<file path="src/rtl/ram_dma.sv">
// ram_dma: block copy / block fill engine on a shared single-port synchronous RAM.
// Copy moves one word per READ -> CAPT -> WRITE round; fill writes one word per
// granted cycle. The RAM port is only used in cycles where mem_gnt is high.
module ram_dma #(
    parameter int ADDR_WIDTH = 16,
    parameter int DATA_WIDTH = 8
) (
    input  logic                  clk,
    input  logic                  rst,
    input  logic                  start,
    input  logic                  mode,
    input  logic [ADDR_WIDTH-1:0] src_addr,
    input  logic [ADDR_WIDTH-1:0] dst_addr,
    input  logic [ADDR_WIDTH-1:0] length,
    input  logic [DATA_WIDTH-1:0] fill_value,
    input  logic                  abort,
    output logic                  busy,
    output logic                  done,
    input  logic                  mem_gnt,
    output logic                  mem_cs,
    output logic                  mem_we,
    output logic [ADDR_WIDTH-1:0] mem_addr,
    output logic [DATA_WIDTH-1:0] mem_wdata,
    input  logic [DATA_WIDTH-1:0] mem_rdata
);

    typedef enum logic [2:0] {IDLE, READ, CAPT, WRITE, FIN} state_t;

    state_t                state, state_nxt;
    logic                  mode_r;
    logic [ADDR_WIDTH-1:0] src_ptr, dst_ptr, count;
    logic [DATA_WIDTH-1:0] fill_r, hold;
    logic                  accept, capture, wr_fire;

    // State register, operand latch, pointer/count advance and read-data hold.
    always_ff @(posedge clk) begin
        if (rst) begin
            state   <= IDLE;
            mode_r  <= 1'b0;
            src_ptr <= '0;
            dst_ptr <= '0;
            count   <= '0;
            fill_r  <= '0;
            hold    <= '0;
        end else begin
            state <= state_nxt;
            if (accept) begin
                mode_r  <= mode;
                src_ptr <= src_addr;
                dst_ptr <= dst_addr;
                count   <= length;
                fill_r  <= fill_value;
            end
            // The RAM output register may be reused by other masters later,
            // so the word is copied out in the cycle right after the read.
            if (capture) hold <= mem_rdata;
            if (wr_fire) begin
                dst_ptr <= dst_ptr + ADDR_WIDTH'(1);
                if (!mode_r) src_ptr <= src_ptr + ADDR_WIDTH'(1);
                count <= count - ADDR_WIDTH'(1);
            end
        end
    end

    // Next-state and bus decode; abort overrides grant and start everywhere.
    always_comb begin
        state_nxt = state;
        busy      = 1'b0;
        done      = 1'b0;
        mem_cs    = 1'b0;
        mem_we    = 1'b0;
        mem_addr  = '0;
        mem_wdata = '0;
        accept    = 1'b0;
        capture   = 1'b0;
        wr_fire   = 1'b0;
        case (state)
            IDLE: begin
                if (start && !abort) begin
                    accept = 1'b1;
                    if (length == '0) state_nxt = FIN;
                    else if (mode)    state_nxt = WRITE;
                    else              state_nxt = READ;
                end
            end
            READ: begin
                busy     = 1'b1;
                mem_addr = src_ptr;
                if (abort) begin
                    state_nxt = IDLE;
                end else if (mem_gnt) begin
                    mem_cs    = 1'b1;
                    state_nxt = CAPT;
                end
            end
            CAPT: begin
                busy      = 1'b1;
                capture   = 1'b1;
                state_nxt = abort ? IDLE : WRITE;
            end
            WRITE: begin
                busy      = 1'b1;
                mem_we    = 1'b1;
                mem_addr  = dst_ptr;
                mem_wdata = mode_r ? fill_r : hold;
                if (abort) begin
                    state_nxt = IDLE;
                end else if (mem_gnt) begin
                    mem_cs  = 1'b1;
                    wr_fire = 1'b1;
                    if (count == ADDR_WIDTH'(1)) state_nxt = FIN;
                    else if (mode_r)             state_nxt = WRITE;
                    else                         state_nxt = READ;
                end
            end
            FIN: begin
                done      = !abort;
                state_nxt = IDLE;
            end
            default: state_nxt = IDLE;
        endcase
        // No strobe may leave the block while reset is being applied.
        if (rst) mem_cs = 1'b0;
    end

endmodule

</file>
<file path="config.mk">
export PLATFORM = sky130hd
export DESIGN_NAME = ram_dma
export DESIGN_NICKNAME = d
export VERILOG_FILES = /design/src/rtl/ram_dma.sv
export SDC_FILE = /design/constraint.sdc
export NUM_CORES = 1
export LEC_CHECK = 0
export BUFFER_PORTS_ARGS = -buffer_cell sky130_fd_sc_hd__buf_2
export CORE_UTILIZATION = 58
export CTS_CLUSTER_SIZE = 24
export DETAILED_ROUTE_END_ITERATION = 10
export GPL_ROUTABILITY_DRIVEN = 0
export GPL_TIMING_DRIVEN = 0
export PLACE_DENSITY = 0.85
export REMOVE_ABC_BUFFERS = 1
export SYNTH_ARGS = -nofsm -noshare
export SYNTH_HDL_FRONTEND = slang
export SYNTH_SLANG_ARGS = --single-unit
</file>
<file path="constraint.sdc">
create_clock -name clk -period 4.4 [get_ports clk]
set_input_delay 0.88 -clock clk [delete_from_list [all_inputs] [get_ports clk]]
set_output_delay 0.88 -clock clk [all_outputs]
set_load 0.1 [all_outputs]
</file>
==> impl_metrics.ini, run 1 <==
[outcome]
status = completed

[hold_path]
holdPathStages = 2
min_from = fill_r[2]$_SDFFE_PP0N_
hold-path-endpoint = fill_r[2]$_SDFFE_PP0N_
hp-class = reg -> reg

[critical_path]
critPathArrivalTime_ns = 2.79
endpoint_kind = primary output
critPathMaxFanout = 21
timing.rr.end = src_ptr[6]$_SDFF_PP0_
cp-startpoint = state[0]$_SDFFE_PP0P_
rr_startpoint = state[1]$_SDFFE_PP0P_
worstSetupPathType = reg -> out
startpoint_type = flip-flop
cp.required_ns = 3.52
ff2ff_setup_slack_ns = 1.59
worstRegToRegCells = 5

[drt]
firstDrtPassIters = 6
wl_um = 11010
route.vias.total = 4234
viasPerCell = 6.454
ant_nets = 0
post_drt_wl_per_cell_um = 16.79
route.detailed.drc = 0
drtIter0Drc = 328

[final_layout]
final_common_cell = buf_2
layout-drive-gt1-share = 0.2297
final_cell_mix = buf_2, dfxtp_1, nand2_1
multi_input_comb_area_um2 = 2318
final_util = 0.7091
fillers = 541
antennaDiodeCount = 0
area_growth_pct = 17.39
instances_no_fill = 656
regArea_um2 = 1361
nNetsFinal = 648

[global_routing]
grt_max_degree = 68
grt-busiest-layer = met2
use_met1 = 0.4159
met3_usage = 0.06330
grt_pass1_wl_um = 17740
antenna_found_initial = 0
met2_usage = 0.4903
grt_pass1_vias = 3742
grt-ovfl-total = 0
grt_util_all_layers = 0.3137

[logic_synthesis]
synth_edf_count = 0
synth_cells = 499
ys_warn_count = 0
avgSynthCellArea_um2 = 7.730
synthDistinctLibCells = 58
ys_seq_elements = 68
dominantRegCellSynth = dfxtp_1
yosysSeqAreaShare = 0.3529
async_flop_share = 0
netlist_area_um2 = 3857

[timing]
maxSlewViolCount = 0
setup_viol = 0
relSlewSlack = 0.1827
tightest_slew_ns = 1.226
rsz0062_at_grt = false
period_share = 0.8352
max_clock_freq_mhz = 272.1
hold_viol = 0
fin_skew_ns = 0.008134
period_minus_slack_ns = 3.675

[clock_tree]
cts_max_level = 3
cts_made_buffers = 9
clk_latency_ns = 0.35
cts_tree = built
hold_buffers = 0
clock_path_buffers = 2
clkTransAtPathRegs_ns = 0.07
clockRootBuffer = clkbuf_8
cts_sinks = 68
cts-resized-gates = 0
postCtsSetupBuffers = 0

[die]
ios = 98
dieArea_um2 = 6981
die_y_um = 83.55
die_x_um = 83.55
coreArea_um2 = 6386
rows = 29
initial_core_util = 0.6040

[power]
p_leak_uw = 0.001739
p_per_area_nw_per_um2 = 341.3
peakVddDrop_mv = 0.2344

[run]
cap_violations = 0

[placement]
numPortBuffers = 97
placed_cells = 640
dp_hpwl_um = 7238
synth_stat cells (3+ instances only):
cell	n	area, um^2
nor2b_1	4	25.02
a22o_1	13	113.9
and2_1	6	37.54
or3_1	10	62.56
a32oi_1	7	61.31
nor4_1	10	62.56
nor2_1	49	183.9
inv_1	12	45.04
or2_2	4	25.02
nand3_1	19	95.09
a22oi_1	7	52.55
o211ai_1	8	60.06
a221oi_1	4	35.03
nand2b_1	3	18.77
a31oi_1	15	93.84
o21ai_0	26	130.1
xor2_1	4	35.03
a222oi_1	3	30.03
xnor2_1	4	35.03
ha_1	4	50.05
nand4_1	12	75.07
and3_1	7	43.79
clkbuf_1	21	78.83
or4_4	3	33.78
a21oi_1	43	215.2
buf_2	11	55.05
nor3_1	7	35.03
or4_1	5	37.54
mux2i_1	10	100.1
nand2_1	65	244.0
dfxtp_1	68	1361
state kept, by name (all words and copies together), names as in the netlist:
signal   flops
count       16
dst_ptr     16
src_ptr     16
fill_r       8
hold         8
state        3
mode_r       1
layer usage:
metal,up-vias,share of wire
met3,32,0.080
met4,0,0.031
met1,1979,0.42
met5,-,0
met2,223,0.47
li1,2000,-
stage by stage:
| step | hold slack (ns) | setup TNS, ns | instance area (um^2) | setup WS, ns | total power [uW] |
|---|---|---|---|---|---|
| 2_1_floorplan | 0.4300 | -1.152 | 3712 | -0.6411 | 912.7 |
| 3_3_place_gp | 0.4416 | 0 | 4294 | 0.2449 | 1008 |
| 3_5_place_dp | 0.4523 | 0 | 4327 | 1.201 | 1021 |
| 4_1_cts | 0.4638 | 0 | 4528 | 0.7756 | 1544 |
| 5_1_grt | 0.4952 | 0 | 4528 | 0.6300 | 1604 |
| 6_report | 0.4582 | 0 | 4528 | 0.7251 | 1546 |
how the worst max path moves through the flow:
stage / cells past startpoint / slack, ns / endpoint
after floorplan: 2 / -0.64 / mem_cs
after global placement: 6 / 0.24 / src_ptr[0]$_SDFF_PP0_
after detailed placement: 4 / 1.20 / mem_addr[6]
after CTS: 4 / 0.78 / mem_addr[6]
after global routing: 4 / 0.63 / mem_addr[6]
final: 4 / 0.73 / mem_addr[6]
cell families after synthesis:
family | share of synthesized area
xor gates and xnor gates | 0.01816
DFF | 0.3529
buffers and inverters | 0.04930
muxes | 0.03179
adders and majority gates | 0.01297
AOI/OAI and AO/OA | 0.2481
and+or+nand+nor | 0.2867
power by group:
part | switching (uW) | internal, uW
Combinational | 196 | 113
Clock | 254 | 276
Sequential | 53.4 | 654
layout make-up:
type                       count  area share
clock inverter                 6     0.01409
clock buffer                  10     0.03040
sequential                    68      0.3006
tap                           77     0.02128
multi-input combinational    385      0.5120
timing repair buffer          98      0.1116
inverter                      12    0.009948
critical path: stages, from the launching register on:
cell     delay, ns
dfxtp_1       0.74
nor3b_2       0.94
nand2_1       0.11
o21ai_0       0.16
buf_2         0.49
Note: power is estimated with default switching activity, not from simulation.
==> run 2, diff against run 1 <==
CORE_UTILIZATION = 48   (was 58)
PLACE_DENSITY = 0.75   (was 0.85)
clock period = 3.1 ns   (was 4.4 ns; I/O delays follow)
==> run 2 against run 1 <==
  * Via count shrank 3.4%
  * Sequential power grew 41%
  * Cell area is the same
  * Sequential share of layout area is essentially flat
  * Clock skew shrank 0.0019 ns
  * Global-route usage shrank 4.8 points
  * First-iteration DRC count shrank 21%
  * Total power grew 34%
  * Clock-buffer cell count grew 1
==> impl_metrics.ini, run 2 (synthesized netlist as in run 1, its figures left out) <==
[outcome]
status = completed

[die]
coreArea_um2 = 7767
dieArea_um2 = 8399
initial_core_util = 0.4966
ios = 98
die_x_um = 91.65
die_y_um = 91.65
rows = 32

[global_routing]
grt_max_degree = 68
grt-ovfl-total = 0
grt_util_all_layers = 0.2654
grt_pass1_vias = 3774
antenna_found_initial = 0
grt_pass1_wl_um = 17890

[critical_path]
critPathMaxFanout = 21
endpoint_kind = primary output
worstSetupPathType = reg -> out
worstRegToRegCells = 5
critPathArrivalTime_ns = 2.26
cp.required_ns = 2.48
startpoint_type = flip-flop

[hold_path]
holdPathStages = 2
hp-class = reg -> reg

[placement]
dp_hpwl_um = 7318
placed_cells = 665
numPortBuffers = 97

[final_layout]
instances_no_fill = 679
largestRegisters = count (16), dst_ptr (16), src_ptr (16)
nNetsFinal = 648
final_util = 0.5830
final_common_cell = buf_2
layout-drive-gt1-share = 0.2305
area_growth_pct = 17.39
antennaDiodeCount = 0
final_cell_mix = buf_2, dfxtp_1, nand2_1

[clock_tree]
clkTransAtPathRegs_ns = 0.07
cts_tree = built
cts_made_buffers = 9
cts_sinks = 68
clk_latency_ns = 0.34
clock_path_buffers = 2
cts_max_level = 3
clockRootBuffer = clkbuf_8

[drt]
drtIter0Drc = 260
route.detailed.drc = 0
viasPerCell = 6.021
post_drt_wl_per_cell_um = 16.03
firstDrtPassIters = 5
ant_nets = 0
route.vias.total = 4088
wl_um = 10880

[run]
cap_violations = 0

[power]
peakVddDrop_mv = 0.2271
p_leak_uw = 0.001716
p_per_area_nw_per_um2 = 458.1

[timing]
period_share = 0.9278
fin_skew_ns = 0.006205
period_minus_slack_ns = 2.876
max_clock_freq_mhz = 347.7
rsz0062_at_grt = false
hold_viol = 0
setup_viol = 0
tightest_slew_ns = 1.279
relSlewSlack = 0.1476
maxSlewViolCount = 0
tns_ns = 0
holdWs_ns = 0.4588
[run 2: changes by cell type in the layout (fill, tap and decap cells not counted)]
cell	before	now
nand2_1	65	64
clkbuf_1	0	1
bufinv_16	1	0
clkinvlp_4	2	1
dfxtp_1	68	67
nand2_2	0	1
clkinv_4	1	0
dfxtp_2	0	1
inv_1	12	11
clkinv_2	2	3
nor3b_2	1	0
nor3b_4	0	1
[run 2: final timing paths]
path                                from                endpoint  slack, ns
setup / recovery   state[0]$_SDFFE_PP0P_             mem_addr[4]       0.22
hold / removal    fill_r[0]$_SDFFE_PP0N_  fill_r[0]$_SDFFE_PP0N_       0.46
setup reg to reg   state[1]$_SDFFE_PP0P_   src_ptr[5]$_SDFF_PP0_       0.30
hold reg to reg   fill_r[0]$_SDFFE_PP0N_  fill_r[0]$_SDFFE_PP0N_       0.46
[run 2: layer usage]
layer / global-route usage / part of all wire
met5: 0 / 0
met4: 0.09524 / 0.018
met3: 0.04478 / 0.059
met2: 0.4279 / 0.47
met1: 0.3572 / 0.45
[run 2: what timing repair did]
action / 4_1_cts / 5_1_grt
resized for setup: 3 / 1
setup buffers: 0 / 0
gates cloned: 0 / 0
setup endpoints to repair: 17 / 3
pin swaps: 0 / 0
hold buffers: 0 / 0
[run 2: area by class of cell]
class                           count  area (um^2)
Inverter                           12        48.80
Sequential cell                    68         1363
Multi-Input combinational cell    385         2327
Tap cell                          102        127.6
Clock inverter                      3        15.01
Clock buffer                       11        141.4
Timing Repair Buffer               98        505.5
Fill cell                         742         3239
[run 2: critical path, cell delays in order (launching register included)]
cell and delay [ns]:
dfxtp_2 0.56, nor3b_4 0.66, a22o_1 0.26, buf_2 0.43
[run 2: report_power, final]
group          switching, uW  leakage, uW  internal, uW  total [uW]
Clock                    336    0.0000848           300         636
Sequential              75.3     0.000555           929        1000
Combinational            272      0.00108           162         434
Total                    684      0.00172          1390        2070
[run 2: metrics by stage]
stage               worst slack [ns]  instance area (um^2)  total power, uW
floorplan                     -1.421                  3712             1295
global placement             -0.8382                  4325             1434
detailed placement            0.1498                  4358             1449
CTS                           0.1334                  4524             2083
global route                  0.1017                  4528             2173
finish                        0.2239                  4528             2074
==> run 3, diff against run 2 <==
CORE_UTILIZATION = 58   (was 48)
PLACE_DENSITY = 0.85   (was 0.75)
clock period = 3.6 ns   (was 3.1 ns; I/O delays follow)
==> run 3 against run 2 <==
  * Via count up 2.6%
  * Clock skew increased by 0.0044 ns
  * Sequential share of layout area about the same
  * Flip-flop and latch count is the same
  * Global-route usage increased by 4.8 points
  * First-iteration DRC count grew 29%
  * Clock-buffer cell count down 1
  * Total power shrank 8.6%
  * Clock power up 3%
  * Highest routed layer unchanged
==> impl_metrics.ini, run 3 (synthesized netlist as in run 1, its figures left out) <==
[final_layout]
final_common_cell = buf_2
largestRegisters = count (16), dst_ptr (16), src_ptr (16)
nNetsFinal = 648
layout-drive-gt1-share = 0.2314
area_growth_pct = 17.58
final_cell_mix = buf_2, dfxtp_1, nand2_1
antennaDiodeCount = 0

[clock_tree]
clock_path_buffers = 2
clkTransAtPathRegs_ns = 0.08
cts_tree = built
cts_sinks = 68
clockRootBuffer = clkbuf_8
postCtsSetupBuffers = 0
cts-resized-gates = 0
cts_max_level = 3
cts_made_buffers = 9
clk_latency_ns = 0.35
hold_buffers = 0

[critical_path]
cp.required_ns = 2.88
critPathMaxFanout = 13
worstSetupPathType = reg -> out
rr_startpoint = state[1]$_SDFFE_PP0P_
critPathArrivalTime_ns = 2.54
cp-startpoint = state[1]$_SDFFE_PP0P_
startpoint_type = flip-flop
endpoint_kind = primary output

[power]
peakVddDrop_mv = 0.2903
power_switching_uw = 620.3
p_leak_uw = 0.001738
power_frac_seq = 0.457
pwr-share-clk = 0.344
p_per_area_nw_per_um2 = 418.2
swShare = 0.3271
p_comb_frac = 0.200
p_int_uw = 1276

[die]
die_x_um = 83.55
dieArea_um2 = 6981
die_y_um = 83.55
coreArea_um2 = 6386
rows = 29
ios = 98
initial_core_util = 0.6040

[timing]
rsz0062_at_grt = false
setup_ws_ns = 0.3390
period_share = 0.9058
period_minus_slack_ns = 3.261
tightest_slew_ns = 1.269
holdWs_ns = 0.4586
maxSlewViolCount = 0
relSlewSlack = 0.1542
fin_skew_ns = 0.01062
setup_viol = 0
hold_viol = 0
max_clock_freq_mhz = 306.7

[drt]
drtIter0Drc = 335
route.detailed.drc = 0
post_drt_wl_per_cell_um = 16.74
firstDrtPassIters = 7
ant_nets = 0
wl_um = 10980
viasPerCell = 6.392
route.vias.total = 4193

[hold_path]
hp-class = reg -> reg
min_from = fill_r[2]$_SDFFE_PP0N_

[global_routing]
grt_max_degree = 68
grt_pass1_wl_um = 17740
grt-ovfl-total = 0
grt_pass1_vias = 3742
grt_util_all_layers = 0.3137
antenna_found_initial = 0

[outcome]
status = completed

[placement]
place_ws_ns = 0.5607
numPortBuffers = 97
dp_hpwl_um = 7238

[run]
cap_violations = 0
-- run 3: cell types whose count changed in the layout (fill, tap and decap cells not counted) --
| cell | delta |
|---|---|
| clkinv_2 | -1 |
| clkinvlp_4 | +1 |
| nand2_1 | +1 |
| bufinv_16 | +1 |
| clkbuf_1 | -1 |
| clkinv_4 | +1 |
| inv_1 | +1 |
| nand2_2 | -1 |
-- run 3: routing by layer --
layer,global-route usage,part of all wire,vias up
li1,-,-,1998
met4,0.1495,0.025,0
met1,0.4159,0.43,1963
met2,0.4903,0.48,209
met3,0.06330,0.073,23
met5,0,0,-
-- run 3: power groups by stage --
stage	Combinational, uW	Clock [uW]	Sequential, uW
floorplan	256	0	860
finish	378	652	866
CTS	373	652	862
global route	409	681	873
global placement	357	0	875
detailed placement	370	0	878
-- run 3: critical path, stage by stage, from the launching register on --
cell,delay [ns]
dfxtp_1,0.57
nor2b_1,0.19
nand2_1,0.31
inv_1,0.46
a22o_1,0.23
buf_2,0.43
-- run 3: worst paths after layout --
kind | to | slack (ns) | depth (start not counted)
max | mem_addr[4] | 0.34 | 5
min | fill_r[2]$_SDFFE_PP0N_ | 0.46 | 2
max reg2reg | src_ptr[14]$_SDFF_PP0_ | 0.74 | 5
min reg2reg | fill_r[2]$_SDFFE_PP0N_ | 0.46 | 2
-- run 3: layout make-up --
| type | instances | area, um^2 |
|---|---|---|
| fill | 539 | 1851 |
| tap | 77 | 96.34 |
| clock inverter | 6 | 63.81 |
| timing repair buffer | 98 | 505.5 |
| multi-input combinational | 385 | 2325 |
| inverter | 12 | 45.04 |
| sequential | 68 | 1363 |
| clock buffer | 10 | 137.6 |
-- run 3: metrics by stage --
stage	power [uW]	instance area [um^2]	TNS, ns	std cells	utilization
2_1_floorplan	1116	3712	-2.742	465	-
3_3_place_gp	1232	4294	-3.937	639	0.6724
3_5_place_dp	1248	4327	0	640	0.6775
4_1_cts	1887	4528	0	656	0.7091
5_1_grt	1962	4536	0	656	0.7102
6_report	1897	4536	0	656	0.7102
